### src/rtl/wb_write_arbiter.sv
// wb_write_arbiter
// Merges load and ALU results into the single register-file write stream
// (wb_we / wb_rd / wb_data). When both sources complete in the same cycle,
// the surplus goes into an in-order circular queue. The block then drains
// one write per cycle. A combinational lookup reports to the hazard unit
// any register that has a write still queued or on the output register.
//
// Ports:
//   clk, rst_n           clock and synchronous active-low reset
//   ld_valid/rd/data     load result (older instruction, ordered first)
//   alu_valid/rd/data    ALU result
//   in_ready             both sources may present this cycle
//   wb_we/rd/data        register-file write port (WE3 / AD3 / WD3)
//   q_rs1/q_rs2          hazard query addresses
//   q_hit1/q_hit2        query address has a write queued or on wb_*
//   count                queued entries, excluding the output register
module wb_write_arbiter #(
  parameter int DATA_WIDTH = 32,
  parameter int DEPTH      = 4
) (
  input  logic                         clk,
  input  logic                         rst_n,
  input  logic                         ld_valid,
  input  logic [4:0]                   ld_rd,
  input  logic [DATA_WIDTH-1:0]        ld_data,
  input  logic                         alu_valid,
  input  logic [4:0]                   alu_rd,
  input  logic [DATA_WIDTH-1:0]        alu_data,
  output logic                         in_ready,
  output logic                         wb_we,
  output logic [4:0]                   wb_rd,
  output logic [DATA_WIDTH-1:0]        wb_data,
  input  logic [4:0]                   q_rs1,
  input  logic [4:0]                   q_rs2,
  output logic                         q_hit1,
  output logic                         q_hit2,
  output logic [$clog2(DEPTH+1)-1:0]   count
);

  localparam int PW = $clog2(DEPTH);
  localparam int CW = $clog2(DEPTH+1);

  typedef struct packed {
    logic [4:0]            rd;
    logic [DATA_WIDTH-1:0] data;
  } entry_t;

  entry_t                mem [DEPTH];
  logic [PW-1:0]         rptr_reg, wptr_reg;
  logic [CW-1:0]         count_reg;
  logic                  wb_we_reg;
  logic [4:0]            wb_rd_reg;
  logic [DATA_WIDTH-1:0] wb_data_reg;

  logic                  acc_ld, acc_alu;
  logic [CW-1:0]         n_in;
  entry_t                ld_e, alu_e, out_e, enq0, enq1;
  logic                  out_v, pop, enq0_v, enq1_v;
  logic [CW-1:0]         count_next;
  logic [PW-1:0]         rptr_next, wptr_next;

  assign in_ready = (count_reg != CW'(DEPTH));

  // Writes to x0 are dropped at acceptance and never reach the queue.
  assign acc_ld  = ld_valid  && in_ready && (ld_rd  != 5'd0);
  assign acc_alu = alu_valid && in_ready && (alu_rd != 5'd0);
  assign n_in    = CW'(acc_ld) + CW'(acc_alu);

  assign ld_e  = '{rd: ld_rd,  data: ld_data};
  assign alu_e = '{rd: alu_rd, data: alu_data};

  // Candidate order is queue (oldest first), then load, then ALU. The head
  // candidate goes to the output register and the rest are appended to
  // the queue.
  always_comb begin
    out_v  = 1'b0;
    out_e  = mem[rptr_reg];
    pop    = 1'b0;
    enq0_v = 1'b0;
    enq0   = ld_e;
    enq1_v = 1'b0;
    enq1   = alu_e;
    if (count_reg != '0) begin
      out_v = 1'b1;
      pop   = 1'b1;
      if (acc_ld) begin
        enq0_v = 1'b1;
        enq1_v = acc_alu;
      end else if (acc_alu) begin
        enq0_v = 1'b1;
        enq0   = alu_e;
      end
    end else if (acc_ld) begin
      out_v  = 1'b1;
      out_e  = ld_e;
      enq0_v = acc_alu;
      enq0   = alu_e;
    end else if (acc_alu) begin
      out_v = 1'b1;
      out_e = alu_e;
    end
  end

  // With an empty candidate list, both n_in and count are zero, so this
  // never underflows.
  assign count_next = count_reg + n_in - CW'(out_v);
  assign rptr_next  = rptr_reg + PW'(pop);
  assign wptr_next  = wptr_reg + PW'(enq0_v) + PW'(enq1_v);

  always_ff @(posedge clk) begin
    if (!rst_n) begin
      rptr_reg    <= '0;
      wptr_reg    <= '0;
      count_reg   <= '0;
      wb_we_reg   <= 1'b0;
      wb_rd_reg   <= '0;
      wb_data_reg <= '0;
    end else begin
      rptr_reg  <= rptr_next;
      wptr_reg  <= wptr_next;
      count_reg <= count_next;
      wb_we_reg <= out_v;
      if (out_v) begin
        wb_rd_reg   <= out_e.rd;
        wb_data_reg <= out_e.data;
      end
    end
  end

  // Queue storage needs no reset because the pointers and count define
  // which slots are live. The two write ports land at wptr and wptr+1.
  always_ff @(posedge clk) begin
    if (enq0_v) mem[wptr_reg] <= enq0;
    if (enq1_v) mem[wptr_reg + PW'(1)] <= enq1;
  end

  // A slot is live when its distance from rptr is below count.
  logic [DEPTH-1:0] hit1_vec, hit2_vec;
  genvar gi;
  generate
    for (gi = 0; gi < DEPTH; gi++) begin : g_slot
      logic [PW-1:0] offset;
      logic          live;
      assign offset       = PW'(gi) - rptr_reg;
      assign live         = (CW'(offset) < count_reg);
      assign hit1_vec[gi] = live && (mem[gi].rd == q_rs1);
      assign hit2_vec[gi] = live && (mem[gi].rd == q_rs2);
    end
  endgenerate

  // The output register is included because the register file writes it
  // only on the following negedge.
  assign q_hit1 = (q_rs1 != 5'd0) &&
                  ((wb_we_reg && (wb_rd_reg == q_rs1)) || (|hit1_vec));
  assign q_hit2 = (q_rs2 != 5'd0) &&
                  ((wb_we_reg && (wb_rd_reg == q_rs2)) || (|hit2_vec));

  assign wb_we   = wb_we_reg;
  assign wb_rd   = wb_rd_reg;
  assign wb_data = wb_data_reg;
  assign count   = count_reg;

endmodule

### config.mk
export PLATFORM = sky130hd
export DESIGN_NAME = wb_write_arbiter
export DESIGN_NICKNAME = d
export VERILOG_FILES = /design/src/rtl/wb_write_arbiter.sv
export SDC_FILE = /design/constraint.sdc
export NUM_CORES = 1
export LEC_CHECK = 0
export ABC_AREA = 1
export BUFFER_PORTS_ARGS = -buffer_cell sky130_fd_sc_hd__buf_2
export CAP_MARGIN = 0
export CELL_PAD_IN_SITES_DETAIL_PLACEMENT = 0
export CELL_PAD_IN_SITES_GLOBAL_PLACEMENT = 1
export CORE_MARGIN = 5
export CORE_UTILIZATION = 30
export DETAILED_ROUTE_END_ITERATION = 6
export PLACE_DENSITY = 0.63
export SLEW_MARGIN = 25
export SYNTH_ARGS = -nofsm -noshare
export SYNTH_HDL_FRONTEND = slang
export SYNTH_SLANG_ARGS = --single-unit
### constraint.sdc
create_clock -name clk -period 14.1 [get_ports clk]
set_input_delay 2.115 -clock clk [delete_from_list [all_inputs] [get_ports clk]]
set_output_delay 2.115 -clock clk [all_outputs]
set_load 0.1 [all_outputs]
==> results.yml <==
status:
  status: "finished, final reports clean"
clock_tree:
  insertion_delay_ns: 0.45
  cts_made_buffers: 17
  cts_setup_buffers: 0
  cts_resized: 0
  cts-htree-levels: 4
  cts_buffer_depth: 2
  hold_buffers: 0
  cts.sinks: 193
  cts_root_buffer: "clkbuf_16"
  path_clk_slew_ns: 0.07
  cts_tree: "built"
timing:
  slew_headroom_pct: 31.4
  fmax_mhz: 179
  tns_ns: 0
  min_period_over_period_pct: 39.6
  setup_viol: 0
  finClkSkew_ns: 0.00946
  rsz0062_at_grt: "no"
  worstMarginPinSlew_ns: 1.03
  finalMaxSlewViolations: 0
  period_minus_slack_ns: 5.58
  hold_viol: 0
floorplan:
  ios: 132
  dieWidth_um: 213
  start_util_pct: 30.4
  row_count: 74
  die_h_um: 213
  core_region_area_mm2: 0.0408
  die_area_mm2: 0.0455
synth:
  ys_seq_area_share_pct: 43.1
  ys_warn_count: 0
  synth_top_area_share_pct: 35.8
  synth_fa_ha_area_share_pct: 1.09
  synth_top_family_by_area: "simple AND/OR/NAND/NOR gates"
  synthSimpleGateAreaFrac_pct: 43.9
  syn_nets: 1832
  synth_compound_area_share_pct: 2.69
  synth.distinct_cells: 32
  ys_seq_elements: 193
  yosys.area_share.xor_xnor_pct: 3.11
  synth_mux_area_share_pct: 0
  syn_inst: 1735
  synth_area_leader_cell: "edfxtp_1"
  syn_area_mm2: 0.0124
  avgSynthCellArea_um2: 7.15
  yosys-top-cells-area: "edfxtp_1 36%, nand2_1 20%, nand3_1 10%"
critical_path:
  cp-startpoint: "q_rs2[1]"
  startpoint_type: "input port"
  crit_fanout: 7
  worstReg2RegStart: "count[0]"
  arrival_ns: 3.46
  cp_data_required_time_ns: 11.98
  worstSetupEndpointType: "primary output"
  crit_type: "input port to primary output"
hold_path:
  hp-class: "register to register"
  min_from: "wb_data[4]"
place:
  placedCellCount: 2290
  portBuffers: 131
  globalplace.congestion: 0.879
  place_hpwl_um: 27900
cells_and_area:
  nets: 1874
  utilization_pct: 34.6
  area_delta_synth_final_pct: 13.8
  layout-drive-gt1-share_pct: 11.9
  fin_cells: 2323
  largest_reg_flops: 148
global_routing:
  grt_pass1_wl_um: 71800
  grt_max_degree: 121
  grt_pass1_vias: 11809
  antenna_found_initial: 3
  grtUsageTotal_pct: 20.5
  gr-total-overflow: 0
power:
  leakagePower_nw: 6.21
  power.density_mw_per_mm2: 265
  peakVddDrop_uv: 196
drt:
  viasPerCell: 5.31
  dr.pass1.iters: 5
  routed_wl_um: 47400
  ant_nets: 0
  remaining_drc_errors: 0
  vias: 12344
  drtIter0Drc: 1130
  post_drt_wl_per_cell_um: 20.4
run:
  cap_violations: 0
## Yosys cell counts
cell type	number
a21boi_0	1
a21oi_1	41
a21oi_4	1
a2bb2oi_1	1
buf_1	7
buf_2	49
clkbuf_1	78
clkinv_1	1
dfxtp_1	45
edfxtp_1	148
fa_1	3
ha_1	6
inv_1	47
inv_2	2
nand2_1	670
nand2_2	1
nand3_1	251
nand3b_1	2
nand4_1	173
nor2_1	135
nor2_2	1
nor2_4	1
nor3_1	7
nor3_2	1
o211ai_1	1
o21ai_0	13
o21ai_1	2
o21bai_1	1
o22ai_1	1
or2_2	1
xnor2_1	21
xor2_1	23
## cells by family after synthesis
family,count (synthesis)
compound gates,62
xor+xnor,44
fa+ha+maj,9
buf+inv,184
flops,193
simple gates,1243
## metrics by stage
stage | hold WS, ns | power [mW] | area [µm²] | setup WS (ns)
after floorplan | 0.543 | 2.66 | 12400 | 7.87
after global placement | 0.586 | 3.22 | 13500 | 7.88
after detailed placement | 0.582 | 3.23 | 13500 | 8.10
after CTS | 0.594 | 3.75 | 14100 | 8.53
after global routing | 0.623 | 4.01 | 14100 | 8.35
final | 0.595 | 3.74 | 14100 | 8.52
## routing by layer
metal / global-route usage, % / part of all wire (%) / vias up
li1: - / - / 5975
met4: 5.75 / 2.0 / 4
met2: 35.3 / 49 / 411
met5: 0 / 0.030 / -
met3: 2.87 / 5.5 / 78
met1: 27.2 / 44 / 5876
## cell type report
cell class	count	area, µm²
Clock buffer	19	443
Inverter	50	193
Fill cell	4330	26700
Timing Repair Buffer	157	855
Multi-Input combinational cell	1358	6440
Sequential cell	193	5350
Tap cell	532	666
Antenna cell	1	2.50
Clock inverter	13	163
## worst max-delay path, cell delays in order
cell and delay (ns):
buf_2 0.16, or2_2 0.29, a2bb2oi_1 0.16, nand3_1 0.09, nand2_1 0.08, nor2_1 0.05, nor2_1 0.08, buf_2 0.43
## cells in the final DEF (no fill, tap or decap), drive strengths merged, types with 2 or more instances in the layout
cell type / instances
a21oi: 42
buf: 157
bufinv: 3
clkbuf: 19
clkinv: 8
clkinvlp: 2
dfxtp: 45
edfxtp: 148
fa: 3
ha: 6
inv: 50
nand2: 671
nand3: 251
nand3b: 2
nand4: 173
nor2: 137
nor3: 8
o21ai: 15
xnor2: 21
xor2: 23
## power by group
part | switching (mW) | internal [mW] | total (mW)
Combinational | 1.65 | 0.506 | 2.16
Clock | 0.234 | 0.284 | 0.518
Sequential | 0.118 | 0.945 | 1.06
## final timing paths
kind	to	slack (ns)	cells past startpoint
max	q_hit2	8.52	8
min	wb_data[4]	0.59	4
max reg2reg	mem[0][22]	9.60	10
min reg2reg	wb_data[4]	0.59	4
Power figures use the tool's default switching activity.
